==> src/rtl/parser_head_gen.sv <==
// parser_head_gen
// Slices the first HEAD_BEATS beats of each packet into tagged head slices for
// parser layer 1, and emits one tagged meta slice per packet carrying the
// ingress port, an arrival timestamp and a packet sequence number.
//
// Ports
//   i_clk, i_rst   : clock, synchronous active-high reset
//   i_data_valid   : input beat valid
//   i_data         : packet beat, byte 0 at the most significant byte
//   i_sop, i_eop   : first / last beat of packet
//   i_empty        : invalid trailing bytes on the eop beat
//   i_port         : ingress port, sampled on the sop beat
//   o_data_ready   : beat accepted when i_data_valid && o_data_ready
//   o_head         : {data, tag} head slice, one cycle after the beat
//   o_meta         : {meta, tag} meta slice, alongside the start head slice
//   o_err_cnt      : saturating framing error counter
//
// Tag layout (low TAG_WIDTH bits): [7] valid [6] shift [5] tail [4] start
// [3:0] offset of the last valid byte in the slice.

module parser_head_gen #(
  parameter int HEAD_WIDTH = 128,
  parameter int META_WIDTH = 128,
  parameter int TAG_WIDTH  = 8,
  parameter int HEAD_BEATS = 4
) (
  input  logic                            i_clk,
  input  logic                            i_rst,
  input  logic                            i_data_valid,
  input  logic [HEAD_WIDTH-1:0]           i_data,
  input  logic                            i_sop,
  input  logic                            i_eop,
  input  logic [3:0]                      i_empty,
  input  logic [7:0]                      i_port,
  output logic                            o_data_ready,
  output logic [HEAD_WIDTH+TAG_WIDTH-1:0] o_head,
  output logic [META_WIDTH+TAG_WIDTH-1:0] o_meta,
  output logic [15:0]                     o_err_cnt
);

  localparam int CNT_W    = $clog2(HEAD_BEATS + 1);
  localparam int META_PAD = META_WIDTH - 56;
  localparam logic [CNT_W-1:0] LAST_BEAT = CNT_W'(HEAD_BEATS);
  localparam logic [CNT_W-1:0] ONE_BEAT  = CNT_W'(1);

  typedef enum logic [1:0] {
    IDLE    = 2'd0,
    HEAD    = 2'd1,
    PAYLOAD = 2'd2,
    GAP     = 2'd3
  } state_t;

  state_t state, state_nxt;

  logic [CNT_W-1:0]                cnt, cnt_nxt;
  logic [31:0]                     ts;
  logic [15:0]                     seq;
  logic [15:0]                     err_cnt;
  logic                            err_inc;
  logic                            seq_inc;
  logic                            accept;
  logic                            start_pkt;
  logic                            tail;
  logic [HEAD_WIDTH+TAG_WIDTH-1:0] head_p0, head_p1;
  logic [META_WIDTH+TAG_WIDTH-1:0] meta_p0, meta_p1;
  logic [META_WIDTH-1:0]           meta_data;

  function automatic logic [TAG_WIDTH-1:0] make_tag(input logic       tail_f,
                                                    input logic       start_f,
                                                    input logic [3:0] offset_f);
    logic [TAG_WIDTH-1:0] t;
    t      = '0;
    t[7]   = 1'b1;
    t[6]   = 1'b1;
    t[5]   = tail_f;
    t[4]   = start_f;
    t[3:0] = offset_f;
    return t;
  endfunction

  function automatic logic [3:0] beat_offset(input logic eop_f, input logic [3:0] empty_f);
    return eop_f ? (4'd15 - empty_f) : 4'd15;
  endfunction

  function automatic logic [15:0] sat_inc16(input logic [15:0] v);
    return (v == 16'hFFFF) ? v : (v + 16'd1);
  endfunction

  // Ready is withheld in GAP and whenever a sop collides with an open head,
  // so the colliding sop is held by the source and accepted next cycle.
  always_comb begin
    o_data_ready = 1'b1;
    if (i_rst || (state == GAP) || ((state == HEAD) && i_data_valid && i_sop)) begin
      o_data_ready = 1'b0;
    end
  end

  assign accept    = i_data_valid && o_data_ready;
  assign meta_data = {i_port, ts, seq, {META_PAD{1'b0}}};

  // A sop accepted in IDLE or PAYLOAD opens a new packet.
  assign start_pkt = accept && i_sop && ((state == IDLE) || (state == PAYLOAD));

  always_comb begin
    state_nxt = state;
    cnt_nxt   = cnt;
    head_p0   = '0;
    meta_p0   = '0;
    err_inc   = 1'b0;
    seq_inc   = 1'b0;
    tail      = 1'b0;

    unique case (state)
      IDLE: begin
        if (accept && !i_sop) begin
          err_inc = 1'b1;
        end
      end
      HEAD: begin
        if (i_data_valid && i_sop) begin
          // Close the truncated packet with an empty tail so layer 1 resyncs.
          head_p0   = {{HEAD_WIDTH{1'b0}}, make_tag(1'b1, 1'b0, 4'd0)};
          err_inc   = 1'b1;
          state_nxt = IDLE;
        end else if (accept) begin
          cnt_nxt = cnt + ONE_BEAT;
          tail    = i_eop || (cnt_nxt == LAST_BEAT);
          head_p0 = {i_data, make_tag(tail, 1'b0, beat_offset(i_eop, i_empty))};
          if (i_eop) begin
            state_nxt = GAP;
          end else if (tail) begin
            state_nxt = PAYLOAD;
          end
        end
      end
      PAYLOAD: begin
        if (accept) begin
          if (i_sop) begin
            err_inc = 1'b1;
          end else if (i_eop) begin
            state_nxt = GAP;
          end
        end
      end
      GAP: begin
        state_nxt = IDLE;
      end
    endcase

    if (start_pkt) begin
      cnt_nxt   = ONE_BEAT;
      tail      = i_eop || (ONE_BEAT == LAST_BEAT);
      head_p0   = {i_data, make_tag(tail, 1'b1, beat_offset(i_eop, i_empty))};
      meta_p0   = {meta_data, make_tag(1'b1, 1'b1, 4'd15)};
      seq_inc   = 1'b1;
      if (i_eop) begin
        state_nxt = GAP;
      end else if (tail) begin
        state_nxt = PAYLOAD;
      end else begin
        state_nxt = HEAD;
      end
    end
  end

  // p0 -> p1: control state
  always_ff @(posedge i_clk) begin
    if (i_rst) begin
      state   <= IDLE;
      cnt     <= '0;
      ts      <= '0;
      seq     <= '0;
      err_cnt <= '0;
    end else begin
      state <= state_nxt;
      cnt   <= cnt_nxt;
      ts    <= ts + 32'd1;
      if (seq_inc) begin
        seq <= seq + 16'd1;
      end
      if (err_inc) begin
        err_cnt <= sat_inc16(err_cnt);
      end
    end
  end

  // p0 -> p1: output slices, cleared on reset so no partial packet leaks out
  always_ff @(posedge i_clk) begin
    if (i_rst) begin
      head_p1 <= '0;
      meta_p1 <= '0;
    end else begin
      head_p1 <= head_p0;
      meta_p1 <= meta_p0;
    end
  end

  assign o_head    = head_p1;
  assign o_meta    = meta_p1;
  assign o_err_cnt = err_cnt;

endmodule

==> config.mk <==
export PLATFORM = sky130hd
export DESIGN_NAME = parser_head_gen
export DESIGN_NICKNAME = d
export VERILOG_FILES = /design/src/rtl/parser_head_gen.sv
export SDC_FILE = /design/constraint.sdc
export NUM_CORES = 1
export LEC_CHECK = 0
export CORE_MARGIN = 2
export CORE_UTILIZATION = 31
export DETAILED_ROUTE_END_ITERATION = 8
export GPL_ROUTABILITY_DRIVEN = 0
export RECOVER_POWER = 100
export SYNTH_ARGS = -nofsm -noshare
export SYNTH_HDL_FRONTEND = slang
export SYNTH_SLANG_ARGS = --single-unit
==> constraint.sdc <==
create_clock -name i_clk -period 4.1 [get_ports i_clk]
set_clock_uncertainty 0.2 [all_clocks]
set_input_delay 0.615 -clock i_clk [delete_from_list [all_inputs] [get_ports i_clk]]
set_output_delay 0.615 -clock i_clk [all_outputs]
set_load 0.01 [all_outputs]
==> flow_metrics.py <==
metrics = {
    "detailed_routing": {
        "drt_first_pass_iters": 4,
        "routed_wl_um": 26230,
        "route.detailed.drc": 0,
        "routed_via_density": 4.401,
        "wl_per_cell_um": 15.80,
        "num_vias": 7305,
        "ant_nets": 0,
        "drt-initial-drc-count": 405,
    },
    "grt": {
        "first_global_vias": 6685,
        "grtUsageTotal": 0.1539,
        "overflow": 0,
        "antenna_found_initial": 0,
        "grt_pass1_wl_um": 38400,
        "grt_max_degree": 63,
    },
    "critical_path": {
        "start_kind": "register",
        "crit_chain": "inv_1 -> ha_1 -> nor2b_1 -> o221ai_1 -> or4_1 -> mux2_2",
        "criticalPathCategory": "register to register",
        "arrival_ns": 3.63,
        "worst_r2r_path_depth": 6,
        "rr_startpoint": "state[0]",
        "critical_path.max_fanout": 26,
        "slowest_stage": "o221ai_1",
        "crit_start": "state[0]",
        "endpoint_kind": "register",
        "worstReg2RegEnd": "o_err_cnt[9]",
        "crit_required_ns": 4.33,
        "reg2reg_slack_ns": 0.70,
        "crit_path_max_incr_delay_ns": 1.44,
        "crit_path_end": "o_err_cnt[9]",
    },
    "floorplan": {
        "die_x_um": 177.8,
        "design.die.area_mm2": 0.03160,
        "design.core.area_mm2": 0.02972,
        "pin_count": 434,
        "start_util": 0.3150,
        "die_h_um": 177.8,
        "rows": 63,
    },
    "power": {
        "leakage_nw": 6.086,
        "power_frac_comb": 0.147,
        "power.share.switching": 0.2498,
        "vdd_drop_max_mv": 0.2857,
        "powerDensity_mw_per_mm2": 451.1,
        "internal_power_mw": 4.697,
        "clock_power_share": 0.414,
        "pwr-share-seq": 0.439,
        "p_sw_mw": 1.564,
        "power_mw": 6.260,
    },
    "sta": {
        "drv_slew": 27,
        "rsz0062_at_grt": "no",
        "slew_headroom": -0.2431,
        "max_freq_mhz": 294.5,
        "whs_ns": 0.2716,
        "setup_tns_ns": 0,
        "hold_violations": 0,
        "worst_pin_slew_ns": 1.865,
        "post-route-period-util": 0.8282,
        "fin_ws_ns": 0.7043,
        "setup_viol": 0,
        "period_needed_ns": 3.396,
    },
    "clock_tree": {
        "clock_path_buffers": 3,
        "cts-root-buf": "clkbuf_16",
        "post-cts-setup-buffers": 0,
        "ctsResizeCount": 0,
        "tritoncts": "built",
        "cts.sinks": 260,
        "cts_buffers": 29,
        "clk_pin_slew_ns": 0.06,
        "h-tree-depth": 1,
        "clkLatencyLatePin_ns": 0.54,
        "ctsHoldBuffers": 0,
    },
    "place": {
        "dp_worst_setup_slack_ns": 0.9189,
        "placed_area_mm2": 0.01296,
        "dp_hpwl_um": 19080,
        "port_buffers": 361,
        "dpl.cell_count": 1611,
    },
    "logic_synthesis": {
        "ys_seq_area_frac": 0.5561,
        "synth_flop_cell": "dfxtp_1",
        "synth_cells": 915,
        "ys_ff_latch": 260,
        "netlist_area_mm2": 0.009360,
        "synth_edf_count": 0,
        "async_flop_share": 0,
        "syn_area_per_cell_um2": 10.23,
        "yosysWarningCount": 0,
        "synth.distinct_cells": 58,
    },
    "finish": {
        "drive_gt1_frac": 0.05118,
        "design_area_mm2": 0.01388,
        "syn2layout_area_growth_pct": 48.27,
        "final_nets": 1406,
        "fin_cells": 1660,
        "utilization": 0.4670,
        "antenna_cells": 0,
    },
    "worst_hold_path": {
        "hp-class": "register to register",
    },
    "job": {
        "drv_cap": 1,
    },
    "run_status": {
        "violations": "capacitance limit, slew limit",
        "outcome": "finished, violations left",
    },
}
==> layout make-up <==
type | count | area [um^2]
multi-input cells | 583 | 3526
well taps | 390 | 488.0
flip-flops and latches | 260 | 5205
clock buffers | 35 | 788.3
fillers | 2821 | 15840
inverters | 12 | 45.04
clock inverters | 14 | 171.4
repair buffers | 366 | 3655
==> per-layer routing <==
metal  track usage  share of wire  vias up
met1        0.1978           0.42     3326
met4       0.04133          0.020        0
met5             0              0        -
li1              -              -     3652
met2        0.2561           0.48      290
met3       0.03877          0.074       37
==> power groups by stage <==
stage	combinational, mW	clock [mW]	sequential, mW
2_1_floorplan	0.414	0	2.88
3_3_place_gp	0.989	0	2.81
3_5_place_dp	0.995	0	2.81
4_1_cts	1.00	2.68	2.76
5_1_grt	1.00	2.79	2.77
6_report	0.920	2.59	2.75
==> worst max-delay path: cells and delay by family, from the launching register on <==
family	cells	cell delay, ns
AO/OA/AOI/OAI	1	1.44
adder cells (fa/ha/maj)	1	0.27
buffers and inverters	1	0.14
flip-flops	1	0.47
multiplexers	1	0.33
AND/OR/NAND/NOR	2	0.43
==> how the worst min path moves through the flow <==
| stage | startpoint | to | slack [ns] | cells after the start |
|---|---|---|---|---|
| 6_report | ts[0] | ts[0] | 0.27 | 1 |
| 3_5_place_dp | ts[0] | ts[0] | 0.26 | 1 |
| 5_1_grt | ts[0] | ts[0] | 0.29 | 1 |
| 2_1_floorplan | ts[0] | ts[0] | 0.23 | 1 |
| 3_3_place_gp | ts[0] | ts[0] | 0.25 | 1 |
| 4_1_cts | ts[0] | ts[0] | 0.28 | 1 |
==> cells in the final DEF (no fill, tap or decap), types with 20 or more instances in the layout <==
cell type	count
dfxtp_1	260
dlygate4sd3_1	216
clkdlybuf4s50_1	144
and2_1	102
conb_1	72
and3_1	54
a21oi_1	35
nor2_1	34
clkbuf_16	29
and2_0	28
nand3_1	24
nand2_1	23
or4_1	23
o31ai_1	22
nand4_1	20
==> registers in the layout, summed over array words and instances, names as in the netlist <==
register,count
o_meta,56
cnt,3
seq,16
o_err_cnt,16
state,2
o_head,135
ts,32
==> Yosys cell counts (17+ instances only) <==
cell / n / area (um^2)
dfxtp_1: 260 / 5205
and2_1: 130 / 813.3
buf_4: 81 / 608.1
and3_1: 54 / 337.8
clkbuf_1: 36 / 135.1
a21oi_1: 35 / 175.2
nor2_1: 34 / 127.6
nand3_1: 24 / 120.1
or4_1: 23 / 172.7
nand2_1: 22 / 82.58
o31ai_1: 22 / 165.2
nand4_1: 19 / 118.9
o21ai_0: 17 / 85.08
==> cells by family after synthesis <==
family | after synthesis | share of synthesized area
flip-flops | 260 | 0.5561
adder cells (fa/ha/maj) | 9 | 0.01203
XOR/XNOR | 19 | 0.01778
AND/OR/NAND/NOR | 371 | 0.2395
multiplexers | 8 | 0.009491
other | 1 | 0.0004006
buffers and inverters | 143 | 0.09277
AO/OA/AOI/OAI | 104 | 0.07192
Power figures use the tool's default switching activity.
